**src/rtl/fwd_pkg.sv**
```systemverilog
// fwd_pkg: shared types and constants for the forwarding / load-use hazard unit.
//   fsm_state_e      : hazard FSM states (IDLE, HOLD)
//   FWD_NONE         : forward-select value meaning "use the register file"
//   ZERO_REG_DEFAULT : register that is never forwarded or hazarded (XZR)
//   fwd_sel_w(n)     : width of one forward-select field for n producer stages
package fwd_pkg;

    typedef enum logic [0:0] {
        IDLE = 1'b0,
        HOLD = 1'b1
    } fsm_state_e;

    localparam int unsigned FWD_NONE         = 0;
    localparam int unsigned ZERO_REG_DEFAULT = 31;

    // One code per stage plus the "no forward" code.
    function automatic int unsigned fwd_sel_w(input int unsigned n);
        return $clog2(n + 1);
    endfunction

endpackage

```
**src/rtl/fwd_hazard_unit_if.sv**
```systemverilog
// fwd_hazard_unit_if: pipeline-side bundle for fwd_hazard_unit.
//   IDEX_src, Pipe_RegWrite, Pipe_WriteRegister : EX operands and producer stages
//   IDEX_MemRead, IDEX_rd, IFID_src, IFID_src_valid, Mem_busy : hazard inputs
//   Forward, Stall, PCWrite, IFID_Write, IDEX_Bubble : unit outputs
//   Stat_clr, Stat_stalls, Stat_forwards : present only with FWD_HAZARD_STATS_EN
// Modports: slave = the hazard unit, master = the pipeline driving it.
interface fwd_hazard_unit_if
    import fwd_pkg::*;
#(
    parameter int unsigned REG_AW     = 5,
    parameter int unsigned NUM_SRC    = 2,
    parameter int unsigned NUM_STAGES = 2,
    parameter int unsigned SEL_W      = fwd_sel_w(NUM_STAGES)
);

    logic [NUM_SRC*REG_AW-1:0]    IDEX_src;
    logic [NUM_STAGES-1:0]        Pipe_RegWrite;
    logic [NUM_STAGES*REG_AW-1:0] Pipe_WriteRegister;
    logic                         IDEX_MemRead;
    logic [REG_AW-1:0]            IDEX_rd;
    logic [NUM_SRC*REG_AW-1:0]    IFID_src;
    logic [NUM_SRC-1:0]           IFID_src_valid;
    logic                         Mem_busy;

    logic [NUM_SRC*SEL_W-1:0]     Forward;
    logic                         Stall;
    logic                         PCWrite;
    logic                         IFID_Write;
    logic                         IDEX_Bubble;

`ifdef FWD_HAZARD_STATS_EN
    logic                         Stat_clr;
    logic [31:0]                  Stat_stalls;
    logic [31:0]                  Stat_forwards;

    modport slave (
        input  IDEX_src, Pipe_RegWrite, Pipe_WriteRegister, IDEX_MemRead, IDEX_rd,
        input  IFID_src, IFID_src_valid, Mem_busy, Stat_clr,
        output Forward, Stall, PCWrite, IFID_Write, IDEX_Bubble, Stat_stalls, Stat_forwards
    );

    modport master (
        output IDEX_src, Pipe_RegWrite, Pipe_WriteRegister, IDEX_MemRead, IDEX_rd,
        output IFID_src, IFID_src_valid, Mem_busy, Stat_clr,
        input  Forward, Stall, PCWrite, IFID_Write, IDEX_Bubble, Stat_stalls, Stat_forwards
    );
`else
    modport slave (
        input  IDEX_src, Pipe_RegWrite, Pipe_WriteRegister, IDEX_MemRead, IDEX_rd,
        input  IFID_src, IFID_src_valid, Mem_busy,
        output Forward, Stall, PCWrite, IFID_Write, IDEX_Bubble
    );

    modport master (
        output IDEX_src, Pipe_RegWrite, Pipe_WriteRegister, IDEX_MemRead, IDEX_rd,
        output IFID_src, IFID_src_valid, Mem_busy,
        input  Forward, Stall, PCWrite, IFID_Write, IDEX_Bubble
    );
`endif

endinterface

```
**src/rtl/fwd_select.sv**
```systemverilog
// fwd_select: single-operand forwarding priority matcher.
//   src       : EX-stage source register number
//   reg_write : per-stage producer write enable
//   write_reg : per-stage producer destination, stage k at [k*REG_AW +: REG_AW]
//   sel       : 0 = register file, k+1 = forward from stage k (youngest match wins)
module fwd_select
    import fwd_pkg::*;
#(
    parameter int unsigned REG_AW     = 5,
    parameter int unsigned NUM_STAGES = 2,
    parameter int unsigned ZERO_REG   = ZERO_REG_DEFAULT,
    parameter int unsigned SEL_W      = fwd_sel_w(NUM_STAGES)
) (
    input  logic [REG_AW-1:0]            src,
    input  logic [NUM_STAGES-1:0]        reg_write,
    input  logic [NUM_STAGES*REG_AW-1:0] write_reg,
    output logic [SEL_W-1:0]             sel
);

    logic src_is_zero;

    assign src_is_zero = (src == REG_AW'(ZERO_REG));

    // Walk from oldest to youngest so the youngest match is the last write.
    always_comb begin
        sel = SEL_W'(FWD_NONE);
        for (int k = int'(NUM_STAGES) - 1; k >= 0; k--) begin
            if (!src_is_zero && reg_write[k] && (write_reg[k*REG_AW +: REG_AW] == src)) begin
                sel = SEL_W'(k + 1);
            end
        end
    end

endmodule

```
**src/rtl/fwd_hazard_unit.sv**
```systemverilog
// fwd_hazard_unit: EX-stage operand forwarding plus load-use hazard stall FSM.
//   Clk, Rst_n : clock (rising edge), asynchronous active-low reset
//   bus        : fwd_hazard_unit_if.slave carrying operands, producers, hazard inputs
//                and Forward / Stall / PCWrite / IFID_Write / IDEX_Bubble outputs
// Optional: define FWD_HAZARD_STATS_EN to add saturating Stat_stalls / Stat_forwards
// counters with a synchronous Stat_clr.
module fwd_hazard_unit
    import fwd_pkg::*;
#(
    parameter int unsigned REG_AW       = 5,
    parameter int unsigned NUM_SRC      = 2,
    parameter int unsigned NUM_STAGES   = 2,
    parameter int unsigned LOAD_LATENCY = 1,
    parameter int unsigned ZERO_REG     = ZERO_REG_DEFAULT,
    parameter int unsigned SEL_W        = fwd_sel_w(NUM_STAGES)
) (
    input logic             Clk,
    input logic             Rst_n,
    fwd_hazard_unit_if.slave bus
);

    logic [NUM_SRC*SEL_W-1:0] fwd;
    logic                     src_hit;
    logic                     hz;
    logic                     stall;
    logic                     bubble;
    fsm_state_e               state_q, state_d;
    logic [3:0]               cnt_q, cnt_d;

    // ---------------------------------------------------------------- forwarding
    for (genvar i = 0; i < int'(NUM_SRC); i++) begin : g_sel
        fwd_select #(
            .REG_AW     (REG_AW),
            .NUM_STAGES (NUM_STAGES),
            .ZERO_REG   (ZERO_REG),
            .SEL_W      (SEL_W)
        ) u_sel (
            .src       (bus.IDEX_src[i*REG_AW +: REG_AW]),
            .reg_write (bus.Pipe_RegWrite),
            .write_reg (bus.Pipe_WriteRegister),
            .sel       (fwd[i*SEL_W +: SEL_W])
        );
    end

    assign bus.Forward = fwd;

    // ------------------------------------------------------------ hazard detect
    always_comb begin
        src_hit = 1'b0;
        for (int i = 0; i < int'(NUM_SRC); i++) begin
            if (bus.IFID_src_valid[i] && (bus.IFID_src[i*REG_AW +: REG_AW] == bus.IDEX_rd)) begin
                src_hit = 1'b1;
            end
        end
    end

    assign hz = bus.IDEX_MemRead && (bus.IDEX_rd != REG_AW'(ZERO_REG)) && src_hit;

    // ----------------------------------------------------------------- stall FSM
    // The IDLE cycle that detects the hazard is the first stall cycle; HOLD covers
    // the remaining LOAD_LATENCY-1 cycles, so cnt starts at LOAD_LATENCY-2.
    always_comb begin
        state_d = state_q;
        cnt_d   = cnt_q;
        stall   = 1'b0;
        bubble  = 1'b0;
        unique case (state_q)
            IDLE: begin
                if (hz) begin
                    stall  = 1'b1;
                    bubble = 1'b1;
                    if (LOAD_LATENCY > 1) begin
                        state_d = HOLD;
                        cnt_d   = 4'(LOAD_LATENCY - 2);
                    end
                end
            end
            HOLD: begin
                stall  = 1'b1;
                bubble = 1'b1;
                // Mem_busy freezes the countdown and so extends the stall.
                if (!bus.Mem_busy) begin
                    if (cnt_q == 4'd0) begin
                        state_d = IDLE;
                    end else begin
                        cnt_d = cnt_q - 4'd1;
                    end
                end
            end
            default: begin
                state_d = IDLE;
                cnt_d   = 4'd0;
            end
        endcase
    end

    always_ff @(posedge Clk or negedge Rst_n) begin
        if (!Rst_n) begin
            state_q <= IDLE;
            cnt_q   <= 4'd0;
        end else begin
            state_q <= state_d;
            cnt_q   <= cnt_d;
        end
    end

    assign bus.Stall       = stall;
    assign bus.PCWrite     = ~stall;
    assign bus.IFID_Write  = ~stall;
    assign bus.IDEX_Bubble = bubble;

`ifdef FWD_HAZARD_STATS_EN
    // --------------------------------------------------------------- statistics
    logic [31:0] stat_stalls_q;
    logic [31:0] stat_forwards_q;
    logic        any_fwd;

    assign any_fwd = |fwd;

    always_ff @(posedge Clk or negedge Rst_n) begin
        if (!Rst_n) begin
            stat_stalls_q   <= '0;
            stat_forwards_q <= '0;
        end else if (bus.Stat_clr) begin
            stat_stalls_q   <= '0;
            stat_forwards_q <= '0;
        end else begin
            if (stall && (stat_stalls_q != '1)) begin
                stat_stalls_q <= stat_stalls_q + 32'd1;
            end
            if (any_fwd && (stat_forwards_q != '1)) begin
                stat_forwards_q <= stat_forwards_q + 32'd1;
            end
        end
    end

    assign bus.Stat_stalls   = stat_stalls_q;
    assign bus.Stat_forwards = stat_forwards_q;
`endif

endmodule
```
**src/flat_wrapper.sv**
```systemverilog
// flat-port wrapper written by rule: the top's interface ports become plain ports
module fwd_hazard_unit_flat import fwd_pkg::*;
#(
    parameter int unsigned REG_AW       = 5,
    parameter int unsigned NUM_SRC      = 2,
    parameter int unsigned NUM_STAGES   = 2,
    parameter int unsigned LOAD_LATENCY = 1,
    parameter int unsigned ZERO_REG     = ZERO_REG_DEFAULT,
    parameter int unsigned SEL_W        = fwd_sel_w(NUM_STAGES)
)
  (Clk, Rst_n, bus_IDEX_src, bus_Pipe_RegWrite, bus_Pipe_WriteRegister, bus_IDEX_MemRead, bus_IDEX_rd, bus_IFID_src, bus_IFID_src_valid, bus_Mem_busy, bus_Forward, bus_Stall, bus_PCWrite, bus_IFID_Write, bus_IDEX_Bubble);
  fwd_hazard_unit_if #(.REG_AW(REG_AW), .NUM_SRC(NUM_SRC), .NUM_STAGES(NUM_STAGES), .SEL_W(SEL_W)) bus_i ();
  input logic Clk;
  input logic Rst_n;
  input wire logic [$bits(bus_i.IDEX_src)-1:0] bus_IDEX_src;
  input wire logic [$bits(bus_i.Pipe_RegWrite)-1:0] bus_Pipe_RegWrite;
  input wire logic [$bits(bus_i.Pipe_WriteRegister)-1:0] bus_Pipe_WriteRegister;
  input wire logic [$bits(bus_i.IDEX_MemRead)-1:0] bus_IDEX_MemRead;
  input wire logic [$bits(bus_i.IDEX_rd)-1:0] bus_IDEX_rd;
  input wire logic [$bits(bus_i.IFID_src)-1:0] bus_IFID_src;
  input wire logic [$bits(bus_i.IFID_src_valid)-1:0] bus_IFID_src_valid;
  input wire logic [$bits(bus_i.Mem_busy)-1:0] bus_Mem_busy;
  output wire logic [$bits(bus_i.Forward)-1:0] bus_Forward;
  output wire logic [$bits(bus_i.Stall)-1:0] bus_Stall;
  output wire logic [$bits(bus_i.PCWrite)-1:0] bus_PCWrite;
  output wire logic [$bits(bus_i.IFID_Write)-1:0] bus_IFID_Write;
  output wire logic [$bits(bus_i.IDEX_Bubble)-1:0] bus_IDEX_Bubble;
  assign bus_i.IDEX_src = bus_IDEX_src;
  assign bus_i.Pipe_RegWrite = bus_Pipe_RegWrite;
  assign bus_i.Pipe_WriteRegister = bus_Pipe_WriteRegister;
  assign bus_i.IDEX_MemRead = bus_IDEX_MemRead;
  assign bus_i.IDEX_rd = bus_IDEX_rd;
  assign bus_i.IFID_src = bus_IFID_src;
  assign bus_i.IFID_src_valid = bus_IFID_src_valid;
  assign bus_i.Mem_busy = bus_Mem_busy;
  assign bus_Forward = bus_i.Forward;
  assign bus_Stall = bus_i.Stall;
  assign bus_PCWrite = bus_i.PCWrite;
  assign bus_IFID_Write = bus_i.IFID_Write;
  assign bus_IDEX_Bubble = bus_i.IDEX_Bubble;
  fwd_hazard_unit #(.REG_AW(REG_AW), .NUM_SRC(NUM_SRC), .NUM_STAGES(NUM_STAGES), .LOAD_LATENCY(LOAD_LATENCY), .ZERO_REG(ZERO_REG), .SEL_W(SEL_W)) u_core (.Clk(Clk), .Rst_n(Rst_n), .bus(bus_i));
endmodule
```
**config.mk**
```make
export PLATFORM = sky130hd
export DESIGN_NAME = fwd_hazard_unit_flat
export DESIGN_NICKNAME = d
export VERILOG_FILES = /design/src/rtl/fwd_pkg.sv /design/src/rtl/fwd_hazard_unit_if.sv /design/src/rtl/fwd_select.sv /design/src/rtl/fwd_hazard_unit.sv /design/src/flat_wrapper.sv
export SDC_FILE = /design/constraint.sdc
export NUM_CORES = 1
export LEC_CHECK = 0
export CAP_MARGIN = 10
export CORE_MARGIN = 2
export CORE_UTILIZATION = 29
export CTS_CLUSTER_DIAMETER = 30
export DETAILED_ROUTE_END_ITERATION = 8
export PLACE_DENSITY = 0.75
export SYNTH_ARGS = -nofsm -noshare
export SYNTH_HDL_FRONTEND = slang
export SYNTH_SLANG_ARGS = --single-unit
```
**constraint.sdc**
```tcl
create_clock -name Clk -period 1.6 [get_ports Clk]
set_clock_uncertainty 0.15 [all_clocks]
set_input_delay 0.32 -clock Clk [delete_from_list [all_inputs] [get_ports Clk]]
set_output_delay 0.32 -clock Clk [all_outputs]
set_load 0.05 [all_outputs]
```
## Word level (Yosys, flattened, before mapping)

Index checks and enable logic that the tools add are counted.

- Add/subtract/negate cells: 1
- $mul: 0
- Divide/modulo/power cells: 0
- $lt $le $gt $ge: 0
- Eq/ne operators: 9
- Shift operators: 0
- Muxes and demuxes: 11
- Bitwise logic cells: 4
- Reduce and logical (&&, ||, !) cells: 16

Operator list:

| cell | number |
|---|---|
| $eq A5 B5 Y1 | 6 |
| $logic_and A1 B1 Y1 | 12 |
| $eq A5 B5 Y1 const B | 2 |
| $mux W2 | 4 |
| $mux W1 | 6 |
| $ne A5 B5 Y1 const B | 1 |
| $logic_not A4 Y1 | 1 |
| $not A1 Y1 | 4 |
| $sub A4 B1 Y4 const B | 1 |
| $reduce_and A3 Y1 | 1 |
| $logic_not A1 Y1 | 2 |
| $pmux W1 S2 | 1 |

- Register bits after elaboration: 5
- Bits in latches: 0
- Memory bits (writable): 0
- ROM bits: 0
- Input port bits: 43
- Output and inout bits: 8
- Word-level logic and storage cells: 43
- Memories kept: 0

## Logic depth before layout (Yosys ltp)

- Word-level depth: 8
- Mapped depth: 7
- Depth with buffers taken out: 6

## Hierarchy

From an unflattened synthesis, not the netlist that was laid out.

- Cells, all modules: 80
- Area, all modules: 675.6 µm²

Modules (own cells, without submodules):

| module | instances | cells each | area each (µm²) | seq. area each (µm²) |
|---|---|---|---|---|
| fwd_hazard_unit | 1 | 42 | 380.4 | 125.1 |
| fwd_select | 2 | 19 | 147.6 | 0.0 |

## Least setup slack after synthesis

Ideal clock, no wire load.

- Kind: input to output
- Start point: input port bus_IDEX_src[0]
- End point: output port bus_Forward[1]
- Arrival: 2.789 ns
- Required time: 1.130 ns
- Setup slack: -1.659 ns
- Stages: 4
- Path buffers: 0
- Cell sequence: xnor2_1 -> nand4_1 -> nor4_1 -> nor4_1

- Cells in the longest elaborated chain, start to end: 6
- Elaborated cells on any way between the ends: 10
- Classes of those cells: eq/ne (3); mux (2); reduce/logical (5)

RTL lines:

| item | RTL line | source |
|---|---|---|
| from (decl) | flat_wrapper.sv:15 | `input wire logic [$bits(bus_i.IDEX_src)-1:0] bus_IDEX_src;` |
| $eq A5 B5 Y1 | fwd_select.sv:22 | `assign src_is_zero = (src == REG_AW'(ZERO_REG));` |
| $logic_not A1 Y1 | fwd_select.sv:28 | `if (!src_is_zero && reg_write[k] && (write_reg[k*REG_AW +: REG_AW] == src)) begin` |
| $logic_and A1 B1 Y1 (2 in a row) | fwd_select.sv:28 |  |
| $mux W2 | fwd_select.sv:28 |  |
| $mux W2 (*) | fwd_select.sv:28 |  |
| to (decl) | flat_wrapper.sv:23 | `output wire logic [$bits(bus_i.Forward)-1:0] bus_Forward;` |

Every way passes the cells marked *; elsewhere a longest branch is shown, timed or not.

## Worst setup path in the final report

- Start point: input port bus_IFID_src[0]
- End point: output port bus_IFID_Write

- Cells in the longest elaborated chain, start to end: 8

RTL lines:

| item | RTL line | source |
|---|---|---|
| from (decl) | flat_wrapper.sv:20 | `input wire logic [$bits(bus_i.IFID_src)-1:0] bus_IFID_src;` |
| $eq A5 B5 Y1 | fwd_hazard_unit.sv:51 | `if (bus.IFID_src_valid[i] && (bus.IFID_src[i*REG_AW +: REG_AW] == bus.IDEX_rd)) begin` |
| $logic_and A1 B1 Y1 | fwd_hazard_unit.sv:51 |  |
| $mux W1 (2 in a row) | fwd_hazard_unit.sv:51 |  |
| $logic_and A1 B1 Y1 | fwd_hazard_unit.sv:57 | `assign hz = bus.IDEX_MemRead && (bus.IDEX_rd != REG_AW'(ZERO_REG)) && src_hit;` |
| $mux W1 | fwd_hazard_unit.sv:69 | `if (hz) begin` |
| $pmux W1 S2 | fwd_hazard_unit.sv:67 | `unique case (state_q)` |
| $not A1 Y1 | fwd_hazard_unit.sv:109 | `assign bus.IFID_Write = ~stall;` |
| to (decl) | flat_wrapper.sv:26 | `output wire logic [$bits(bus_i.IFID_Write)-1:0] bus_IFID_Write;` |

No other way between the ends.

==> flow_metrics.py <==
metrics = {
    "drt": {
        "first_iter_violations": 7,
        "detail_route.wl_per_cell_um": 17.0,
        "viasPerCell": 4.81,
        "vias": 813,
        "routed_wl_mm": 2.87,
        "drc": 0,
        "dr.pass1.iters": 4,
        "final_antenna_net_count": 0,
    },
    "synth": {
        "post_synth_num_cell_types": 21,
        "synth_top_family_by_area": "XOR/XNOR gates",
        "synth_edf_count": 0,
        "yosys-mux-area-fraction": 0,
        "yosys.area_share.simple": 0.224,
        "yosysSeqAreaShare": 0.196,
        "synth-compound-area-share": 0.0647,
        "synthFlopType": "dfrtp_1",
        "syn_nets": 122,
        "synthAdderAreaFrac": 0.0196,
        "synth_area_per_cell_um2": 8.18,
        "synth_xor_area_frac": 0.453,
        "synthArstFlopShare": 1.00,
        "synthCells": 78,
        "synth-seq-cells": 5,
        "synth_area_um2": 638,
        "yosys_warnings": 0,
    },
    "clock_tree": {
        "cts-root-buf": "clkbuf_4",
        "clock_latency_ns": 0.24,
        "numCtsBuffers": 3,
        "tritoncts": "built",
        "clkSlewWorstSetupHoldPaths_ns": 0.04,
        "clock_sinks": 5,
        "cts_buffer_depth": 2,
        "h-tree-depth": 1,
    },
    "layout": {
        "syn_to_final_growth_pct": 150,
        "multi_input_area_um2": 752,
        "layout.nets": 187,
        "layout-drive-gt1-share": 0.613,
        "num_antenna_cells": 0,
        "fill_cells": 131,
        "final_cell_area_um2": 1600,
        "ff_latch_area_um2": 125,
        "instances_no_fill": 169,
    },
    "worst_setup_path": {
        "path_class": "in2out",
        "cp_max_fo": 2,
        "endpoint_kind": "output port",
        "timing.rr.end": "u_core.cnt_q[2]",
        "reg2reg_slack_ns": 0.15,
        "start_kind": "input pin",
        "r2r_start": "u_core.cnt_q[0]",
        "crit_arrival_ns": 1.60,
        "reg2reg_depth": 6,
        "required_ns": 1.13,
    },
    "power": {
        "peakVddDrop_mv": 0.500,
        "p_leak_nw": 0.688,
        "p_per_area_nw_per_um2": 385,
    },
    "global_route": {
        "overflow": 0,
        "grt_max_degree": 6,
        "antenna_found_initial": 0,
        "grt_pass1_wl_mm": 4.05,
        "grt_pass1_vias": 871,
        "grt.total_usage": 0.212,
    },
    "sta": {
        "fmax_mhz": 484,
        "hold_violations": 0,
        "rsz0062_at_grt": "yes",
        "finalWorstSetupSlack_ns": -0.467,
        "fin_crit_sh": 1.29,
        "maxSlewHeadroom": 0.749,
        "setup_violations": 8,
        "slew_violations": 0,
        "finalCriticalPeriod_ns": 2.07,
        "max_slew.worst_pin.slew_ns": 0.374,
    },
    "outcome": {
        "outcome": "complete, but fails checks",
        "violations": "setup timing",
    },
    "floorplanning": {
        "row_count": 16,
        "die-width_um": 50.9,
        "die_area_um2": 2590,
        "start_util": 0.316,
        "core_um2": 2020,
        "die_h_um": 50.9,
        "io_pins": 51,
    },
    "place": {
        "portBuffers": 50,
        "routabilityCongestion": 0.776,
        "dp_hpwl_mm": 1.90,
        "dpl.cell_count": 165,
        "dpl_cell_area_um2": 1440,
    },
    "run": {
        "max-cap-violations": 0,
    },
    "worst_hold_path": {
        "holdCritPathClass": "in2async",
    },
}
cell usage in the layout (no fill, tap or decap), types with 2 or more instances in the layout:
master	instances
buf_8	5
clkbuf_2	2
dfrtp_1	5
dlygate4sd2_1	3
nor4_4	4
buf_2	11
nand2_1	7
xor2_1	7
clkdlybuf4s50_1	6
buf_4	12
nor4_2	2
buf_12	8
clkbuf_4	4
nand3_2	2
xnor2_2	11
inv_1	2
xnor2_1	9
nor2_1	2
xor2_2	5
buf_6	13
nand4_1	4
metrics by stage:
stage                     utilization  TNS, ns  setup slack (ns)  hold WS [ns]  power [mW]
after floorplan                     -    -1.84            -0.385        -0.126       0.239
after global placement          0.712    -5.44            -0.797         0.311       0.416
after detailed placement        0.712    -5.66            -0.839         0.330       0.420
after CTS                       0.738    -2.64            -0.421         0.151       0.574
after global routing            0.790    -2.83            -0.515         0.161       0.653
final                           0.790    -2.50            -0.467         0.149       0.615
routing by layer:
metal,share of wire,vias up,global-route usage
met5,0,-,0
met4,0.0080,0,0.0270
met3,0.052,3,0.0468
met2,0.54,31,0.390
met1,0.40,390,0.255
li1,-,389,-
critical path: stages:
cell	delay, ns
dlygate4sd2_1	0.25
xor2_1	0.16
nor4_2	0.28
a31oi_4	0.18
o21ba_4	0.25
buf_12	0.15
synthesized netlist by cell type, drive strengths merged, types with 2 or more instances:
master / instances / share of area
buf: 3 / 0.031
xnor2: 21 / 0.29
dfrtp: 5 / 0.20
nor4: 6 / 0.059
nand4: 4 / 0.039
nor2: 4 / 0.024
nand3: 3 / 0.024
nand2: 8 / 0.047
inv: 2 / 0.012
xor2: 12 / 0.16
power breakdown:
part | leakage [nW] | internal [mW] | switching (mW)
Clock | 0.0150 | 0.0942 | 0.0498
Sequential | 0.0647 | 0.127 | 0
Combinational | 0.608 | 0.191 | 0.154
Total | 0.688 | 0.412 | 0.203
logic make-up (layout without fill, tap and decap cells):
group | Yosys count | after routing
and+or+nand+nor | 28 | 28
DFF | 5 | 5
xor gates and xnor gates | 33 | 33
AOI/OAI and AO/OA | 6 | 6
adders and majority gates | 1 | 1
buffers and inverters | 5 | 69
cell type report:
class                   instances  share of cell area
clock buffers                   4              0.0165
inverters                       2             0.00470
multi-input cells              68               0.471
flip-flops and latches          5              0.0784
well taps                      27              0.0212
repair buffers                 63               0.408
registers in the layout, summed over array words and instances, names as in the netlist:
register and cells:
u_core.cnt_q 4, u_core.state_q 1
timing repair:
action,4_1_cts,5_1_grt
gates cloned,0,0
setup endpoints to repair,8,8
endpoints found under the hold margin,0,0
buffers inserted,0,0
pin swaps,28,25
hold buffers,0,0
gates resized for setup,155,34
worst max path at each step:
| stage | slack (ns) | to | startpoint | depth (start not counted) |
|---|---|---|---|---|
| CTS | -0.42 | bus_IFID_Write | bus_IFID_src[6] | 7 |
| finish | -0.47 | bus_IFID_Write | bus_IFID_src[0] | 6 |
| floorplan | -0.38 | bus_Stall | bus_IDEX_rd[2] | 6 |
| global placement | -0.80 | bus_IFID_Write | bus_IDEX_rd[1] | 7 |
| detailed placement | -0.84 | bus_IFID_Write | bus_IDEX_rd[1] | 7 |
| global route | -0.51 | bus_IFID_Write | bus_IFID_src[7] | 7 |
(Power assumes the default switching activity.)
